## src/rtl/fpga_cfg_pkg.sv

```systemverilog
// Shared constants, word-count helper and readback FSM states for the fpga config path.
package fpga_cfg_pkg;

  localparam int unsigned CFG_FRAME_W    = 224;
  localparam int unsigned CFG_NUM_FRAMES = 245;
  localparam int unsigned CFG_OUT_W      = 32;

  // Output words needed to carry one frame (last word zero padded).
  function automatic int unsigned calc_wpf(input int unsigned frame_w, input int unsigned out_w);
    return (frame_w + out_w - 1) / out_w;
  endfunction

  typedef enum logic [2:0] {
    CFG_RB_IDLE    = 3'd0,
    CFG_RB_SELECT  = 3'd1,
    CFG_RB_CAPTURE = 3'd2,
    CFG_RB_SEND    = 3'd3,
    CFG_RB_DONE    = 3'd4
  } cfg_rb_state_t;

endpackage

```

## src/rtl/fpga_cfg_rb_serializer.sv

```systemverilog
// Frame buffer that slices a captured frame into OUT_W words, word 0 first.
// The buffer shifts down one word per advance so the current word is always
// the low slice; a one-hot position vector tracks the word count.
module fpga_cfg_rb_serializer
  import fpga_cfg_pkg::*;
#(
  parameter int unsigned FRAME_W = CFG_FRAME_W,
  parameter int unsigned OUT_W   = CFG_OUT_W
) (
  input  logic               clock,
  input  logic               rst,
  input  logic               load,
  input  logic [FRAME_W-1:0] frame_in,
  input  logic               load_word,
  input  logic [OUT_W-1:0]   word_in,
  input  logic               advance,
  output logic [OUT_W-1:0]   word,
  output logic               last_word,
  output logic               next_last
);

  localparam int unsigned WPF   = calc_wpf(FRAME_W, OUT_W);
  localparam int unsigned PAD_W = WPF * OUT_W;
  localparam int unsigned POS_W = WPF + 1;

  logic [PAD_W-1:0] frame_q;
  logic [POS_W-1:0] pos_q;

  assign word      = frame_q[OUT_W-1:0];
  assign last_word = pos_q[0];
  assign next_last = pos_q[1];

  // Load a frame (or a single trailing word) and shift one word per advance.
  always_ff @(posedge clock or posedge rst) begin
    if (rst) begin
      frame_q <= '0;
      pos_q   <= '0;
    end else if (load) begin
      frame_q <= PAD_W'(frame_in);
      pos_q   <= POS_W'(1) << (WPF - 1);
    end else if (load_word) begin
      frame_q <= PAD_W'(word_in);
      pos_q   <= POS_W'(1);
    end else if (advance) begin
      frame_q <= frame_q >> OUT_W;
      pos_q   <= pos_q >> 1;
    end
  end

endmodule

```

## src/rtl/fpga_cfg_readback.sv

```systemverilog
// Configuration readback engine: selects each frame one-hot, captures it and
// streams it as OUT_W words on a valid/ready port.
// Optional feature: define FPGA_CFG_RB_CHECKSUM_EN to append a modulo-2^OUT_W
// sum of all data words as the final (out_last) word.
module fpga_cfg_readback
  import fpga_cfg_pkg::*;
#(
  parameter int unsigned FRAME_W    = CFG_FRAME_W,
  parameter int unsigned NUM_FRAMES = CFG_NUM_FRAMES,
  parameter int unsigned OUT_W      = CFG_OUT_W
) (
  input  logic                          clock,
  input  logic                          rst,
  input  logic                          start,
  output logic                          busy,
  output logic                          done,
  output logic [NUM_FRAMES-1:0]         cfg_rd_en,
  input  logic [FRAME_W-1:0]            cfg_rd_data,
  output logic [OUT_W-1:0]              out_data,
  output logic                          out_valid,
  input  logic                          out_ready,
  output logic                          out_last,
  output logic [$clog2(NUM_FRAMES)-1:0] frame_idx
);

  localparam int unsigned WPF   = calc_wpf(FRAME_W, OUT_W);
  localparam int unsigned IDX_W = $clog2(NUM_FRAMES);
  localparam logic [IDX_W-1:0] LAST_IDX = IDX_W'(NUM_FRAMES - 1);
`ifdef FPGA_CFG_RB_CHECKSUM_EN
  localparam bit CKSUM_EN = 1'b1;
`else
  localparam bit CKSUM_EN = 1'b0;
`endif

  cfg_rb_state_t    state_q, state_nxt;
  logic [IDX_W-1:0] frame_idx_nxt;
  logic             last_nxt;
  logic             ser_load, ser_load_word, ser_advance;
  logic             ser_last, ser_next_last;
  logic [OUT_W-1:0] ser_word, ser_word_in;
  logic             hs_c, final_frame_c;

`ifdef FPGA_CFG_RB_CHECKSUM_EN
  logic [OUT_W-1:0] cksum_q, cksum_nxt, ck_word_c;
  logic             ck_phase_q, ck_phase_nxt;
  assign ck_word_c   = cksum_q + out_data;
  assign ser_word_in = ck_word_c;
`else
  assign ser_word_in = '0;
`endif

  assign hs_c          = out_valid && out_ready;
  assign final_frame_c = (frame_idx == LAST_IDX);
  assign out_data      = ser_word;

  fpga_cfg_rb_serializer #(
    .FRAME_W (FRAME_W),
    .OUT_W   (OUT_W)
  ) u_ser (
    .clock     (clock),
    .rst       (rst),
    .load      (ser_load),
    .frame_in  (cfg_rd_data),
    .load_word (ser_load_word),
    .word_in   (ser_word_in),
    .advance   (ser_advance),
    .word      (ser_word),
    .last_word (ser_last),
    .next_last (ser_next_last)
  );

  // Next-state, frame sequencing and word-stream control.
  always_comb begin
    state_nxt     = state_q;
    frame_idx_nxt = frame_idx;
    last_nxt      = out_last;
    ser_load      = 1'b0;
    ser_load_word = 1'b0;
    ser_advance   = 1'b0;
`ifdef FPGA_CFG_RB_CHECKSUM_EN
    cksum_nxt     = cksum_q;
    ck_phase_nxt  = ck_phase_q;
`endif
    case (state_q)
      CFG_RB_IDLE: begin
        if (start) begin
          state_nxt     = CFG_RB_SELECT;
          frame_idx_nxt = '0;
          last_nxt      = 1'b0;
`ifdef FPGA_CFG_RB_CHECKSUM_EN
          cksum_nxt     = '0;
`endif
        end
      end
      CFG_RB_SELECT: state_nxt = CFG_RB_CAPTURE;
      CFG_RB_CAPTURE: begin
        ser_load  = 1'b1;
        state_nxt = CFG_RB_SEND;
        last_nxt  = final_frame_c && (WPF == 32'd1) && !CKSUM_EN;
      end
      CFG_RB_SEND: begin
        if (hs_c) begin
`ifdef FPGA_CFG_RB_CHECKSUM_EN
          if (ck_phase_q) begin
            ser_advance  = 1'b1;
            ck_phase_nxt = 1'b0;
            last_nxt     = 1'b0;
            state_nxt    = CFG_RB_DONE;
          end else
`endif
          begin
`ifdef FPGA_CFG_RB_CHECKSUM_EN
            cksum_nxt = ck_word_c;
`endif
            if (!ser_last) begin
              ser_advance = 1'b1;
              last_nxt    = final_frame_c && ser_next_last && !CKSUM_EN;
            end else if (!final_frame_c) begin
              ser_advance   = 1'b1;
              frame_idx_nxt = frame_idx + IDX_W'(1);
              state_nxt     = CFG_RB_SELECT;
              last_nxt      = 1'b0;
            end else begin
`ifdef FPGA_CFG_RB_CHECKSUM_EN
              ser_load_word = 1'b1;
              ck_phase_nxt  = 1'b1;
              last_nxt      = 1'b1;
`else
              ser_advance   = 1'b1;
              state_nxt     = CFG_RB_DONE;
              last_nxt      = 1'b0;
`endif
            end
          end
        end
      end
      CFG_RB_DONE: state_nxt = CFG_RB_IDLE;
      default:     state_nxt = CFG_RB_IDLE;
    endcase
  end

  // State and registered outputs, all derived from the next state.
  always_ff @(posedge clock or posedge rst) begin
    if (rst) begin
      state_q    <= CFG_RB_IDLE;
      frame_idx  <= '0;
      cfg_rd_en  <= '0;
      busy       <= 1'b0;
      done       <= 1'b0;
      out_valid  <= 1'b0;
      out_last   <= 1'b0;
`ifdef FPGA_CFG_RB_CHECKSUM_EN
      cksum_q    <= '0;
      ck_phase_q <= 1'b0;
`endif
    end else begin
      state_q   <= state_nxt;
      frame_idx <= frame_idx_nxt;
      cfg_rd_en <= (state_nxt == CFG_RB_SELECT || state_nxt == CFG_RB_CAPTURE)
                   ? (NUM_FRAMES'(1) << frame_idx_nxt) : '0;
      busy      <= (state_nxt == CFG_RB_SELECT) || (state_nxt == CFG_RB_CAPTURE) ||
                   (state_nxt == CFG_RB_SEND);
      done      <= (state_nxt == CFG_RB_DONE);
      out_valid <= (state_nxt == CFG_RB_SEND);
      out_last  <= last_nxt;
`ifdef FPGA_CFG_RB_CHECKSUM_EN
      cksum_q    <= cksum_nxt;
      ck_phase_q <= ck_phase_nxt;
`endif
    end
  end

endmodule

```

## config.mk

```make
export PLATFORM = sky130hd
export DESIGN_NAME = fpga_cfg_readback
export DESIGN_NICKNAME = d
export VERILOG_FILES = /design/src/rtl/fpga_cfg_pkg.sv /design/src/rtl/fpga_cfg_rb_serializer.sv /design/src/rtl/fpga_cfg_readback.sv
export SDC_FILE = /design/constraint.sdc
export NUM_CORES = 1
export LEC_CHECK = 0
export BUFFER_PORTS_ARGS = -buffer_cell sky130_fd_sc_hd__buf_2
export CORE_MARGIN = 2
export CORE_UTILIZATION = 45
export CTS_CLUSTER_DIAMETER = 150
export DETAILED_ROUTE_END_ITERATION = 8
export PLACE_DENSITY = 0.69
export SYNTH_ARGS = -nofsm -noshare
export SYNTH_HDL_FRONTEND = slang
export SYNTH_SLANG_ARGS = --single-unit
export TNS_END_PERCENT = 50
```

## constraint.sdc

```tcl
create_clock -name clock -period 26.3 [get_ports clock]
set_input_delay 0 -clock clock [delete_from_list [all_inputs] [get_ports clock]]
set_output_delay 0 -clock clock [all_outputs]
set_load 0.01 [all_outputs]
```

==> metrics.md <==
| Metric | Value |
|---|---|
| Status | `completed` |
| Pleak | `0.0134 uW` |
| Register area | `around 0.012 sq mm` |
| Crit share post-route | `between 10 and 15%` |
| Post-Syn Nets | `2042` |
| Synth unique cells | `55` |
| Met2 Use GR | `between 40% and 50%` |
| Gr ovfl total | `0` |
| CP max FO | `20` |
| Peak VDD IR | `0.0717 mV` |
| Vias in the first global route | `16500` |
| Clk_skew | `around 0.023 ns` |
| Met3 usage | `slightly below 5%` |
| Critical Path AT | `4.36 ns` |
| Hold WC Path Type | `primary input to async pin` |
| Met1 Use GR | `a little under 40%` |
| Share of layout cells above drive strength 1 | `between 20% and 30%` |
| Post-route ant nets | `0` |
| Die area | `0.0438 sq mm` |
| Share of Yosys cell area claimed by the top area cell type | `about two thirds` |
| Worst EP required | `~27 ns` |
| Inst Count DP | `roughly 2700` |
| Most frequent cells after synthesis | `dfrtp_1, nand2_1, nor3_1` |
| Slew of the pin with the lowest slew margin | `~1.3 ns` |
| Mapped cell area | `roughly 0.019 sq mm` |
| Post-CTS sizing | `0` |
| Relative slew slack | `between 10% and 20%` |
| Simple-gate share of the synthesized area | `between 20% and 30%` |
| Sequential share of the synthesized area | `64.8%` |
| Final Setup Violations | `0` |
| DRT iter0 DRCs | `1623` |
| R2R depth | `5` |
| Fillers | `~3200` |
| Synth area leaders | `dfrtp_1, nand2_1, a22oi_1, nor3_1, clkbuf_1` |
| Largest family of logic cells by synthesized area | `simple AND/OR/NAND/NOR gates` |
| Top Ports | `about 520` |
| Cells after synthesis | `between 1500 and 2000` |
| Synth Flop Type | `dfrtp_1` |
| Post-synthesis compound-gate area fraction | `under 10%` |
| Clock Sink Count | `491` |
| Initial antenna violation count | `7` |
| CTS Root Buffer Type | `clkbuf_16` |
| CP Class | `flip-flop to flip-flop` |
| Die W | `~210 um` |
| RePlAce Congestion | `around 0.86` |
| Num CTS Buffers | `just over 50` |
| Warnings from Yosys | `0` |
| Cell Count, Final, Fillers Out | `roughly 3000` |
| Worst-path clk slew | `~0.060 ns` |
| Syn Area/Cell | `around 10 sq um` |
| Row count | `75` |
| Area of the multi-input gates | `approximately 0.0058 sq mm` |
| P&R area growth vs syn | `35.2%` |
| Fraction of synthesized area in multiplexers | `less than 1%` |
| TNS Setup | `0 ns` |
| WL per Instance | `between 20 and 25 um` |
| Post-Synth Adder-Cell Area | `less than 1%` |
| Final hold vios | `0` |
| H-Tree Depth | `2` |
| Routed WL | `between 60000 and 70000 um` |
| Leading cell type by number of instances after synthesis | `dfrtp_1` |
| DR pass1 iterations | `6` |
| Final net count | `roughly 2700` |
| Initial core utilization | `~45%` |
| First-pass GRT wire length | `roughly 95000 um` |
| Clock latency on the worst-skew pair | `roughly 0.60 ns` |
| EDFF count, synth | `0` |
| Critical Path Sink Type | `flip-flop` |
| Post-DP HPWL | `roughly 38000 um` |
| Post-synth ARST share | `between 90% and 100%` |
| Drc violations | `0` |
| R2R Setup Slk | `around 22 ns` |
| Core Region | `approximately 0.042 sq mm` |
| Max Freq | `0.256 GHz` |
| CP startpoint kind | `flip-flop` |
| Vias/cell | `~5.5` |
| Area leader, netlist | `dfrtp_1` |
| Seq cells post-synth | `between 400 and 500` |
| Gr usage total | `28.1%` |
| Routed vias | `16600` |
| GR peak layer | `met2` |
| Final worst path period need | `~3.9 ns` |
| Fraction of synthesized cell area in xor and xnor cells | `less than 1%` |
| Worst flop-to-flop path endpoint | `cfg_rd_en[152]` |
| Pins Over Slew Limit | `0` |
| Clock tree buffer depth | `3` |
| RSZ-0062 raised after global routing | `false` |
| Die height | `roughly 210 um` |
| CTS tree | `yes` |
| R2R Path Start | `state_q[0]` |
| Tot Pwr | `between 2000 and 2500 uW` |
| Port Buffers | `slightly above 500` |
| Largest net degree at the start of global routing | `112` |
| Power per Cell Area | `90.3 mW/mm^2` |
| Max-Cap Viols | `0` |
-- routing by layer --
layer | vias up | wire, um
li1 | 7478 | -
met1 | 8161 | 26800
met2 | 786 | 29400
met3 | 183 | 3910
met4 | 0 | 2520
met5 | - | 0
-- flip-flops by register name (all words and copies together), names as in the netlist --
register       count
u_ser.frame_q    224
frame_idx          8
out_valid          1
u_ser.pos_q        7
busy               1
state_q            3
out_last           1
done               1
cfg_rd_en        245
-- critical path: stages, from the launching register on --
cell,delay [ns]
dfrtp_1,0.51
or3b_1,0.44
a21o_1,0.27
o21ai_0,0.95
nand3_1,1.01
nor4_1,0.60
-- through the flow --
step	area (sq um)	worst slack, ns	utilization [%]	hold WS [ns]
after floorplan	19000	12.60	-	0.105
after global placement	21500	22.75	51.6	0.190
after detailed placement	21500	22.43	51.6	0.194
after CTS	25600	22.47	61.4	0.103
after global routing	25600	22.05	61.4	0.146
final	25700	22.39	61.4	0.107
-- cell usage in the layout (no fill, tap or decap), drive strengths merged, types with 2 or more instances in the layout --
| cell type | netlist | final |
|---|---|---|
| a211oi | 2 | 2 |
| a21o | 4 | 4 |
| a21oi | 6 | 6 |
| a22oi | 146 | 146 |
| a31oi | 47 | 47 |
| and2 | 2 | 2 |
| and4 | 4 | 4 |
| buf | 76 | 539 |
| bufinv | 0 | 7 |
| clkbuf | 124 | 76 |
| clkinv | 1 | 11 |
| dfrtp | 491 | 491 |
| diode | 0 | 9 |
| dlygate4sd3 | 0 | 227 |
| ha | 2 | 2 |
| inv | 7 | 8 |
| mux2 | 2 | 2 |
| mux2i | 3 | 3 |
| nand2 | 474 | 474 |
| nand2b | 4 | 4 |
| nand3 | 51 | 51 |
| nand3b | 2 | 2 |
| nand4 | 13 | 13 |
| nor2 | 59 | 59 |
| nor3 | 184 | 184 |
| nor4 | 64 | 64 |
| o211ai | 11 | 11 |
| o21a | 2 | 2 |
| o21ai | 7 | 7 |
| or2 | 2 | 2 |
| or4 | 2 | 2 |
| or4b | 3 | 3 |
-- cell type report --
cell class	instances	area share [%]
Antenna cell	9	0.0878
Clock inverter	18	1.12
Clock buffer	76	5.97
Tap cell	539	2.63
Inverter	8	0.146
Sequential cell	491	47.9
Multi-Input combinational cell	1113	22.5
Timing Repair Buffer	766	19.6
-- how the worst max path moves through the flow --
stage,start,to,slack [ns],cells past startpoint
CTS,frame_idx[0],cfg_rd_en[152],22.47,7
floorplan,rst,busy,12.60,1
detailed placement,frame_idx[0],cfg_rd_en[152],22.43,7
global placement,frame_idx[0],cfg_rd_en[36],22.75,7
global route,frame_idx[0],cfg_rd_en[128],22.05,7
finish,state_q[0],cfg_rd_en[152],22.39,5
-- repair_timing --
item | 4_1_cts | 5_1_grt
hold buffers | 227 | 0
endpoints found under the hold margin | 337 | 0
buffers inserted | 0 | 0
-- power by group --
part	switching (uW)	total, uW	internal [uW]
clock network	298	770	471
registers	97.9	986	888
logic	389	559	170
total	786	2320	1530
-- cell families after synthesis --
logic type	Yosys count
flip-flops	491
AO/OA/AOI/OAI	236
buffers and inverters	208
adder cells (fa/ha/maj)	2
multiplexers	5
AND/OR/NAND/NOR	869
XOR/XNOR	1
No activity file was read; power rests on OpenSTA's default activity.
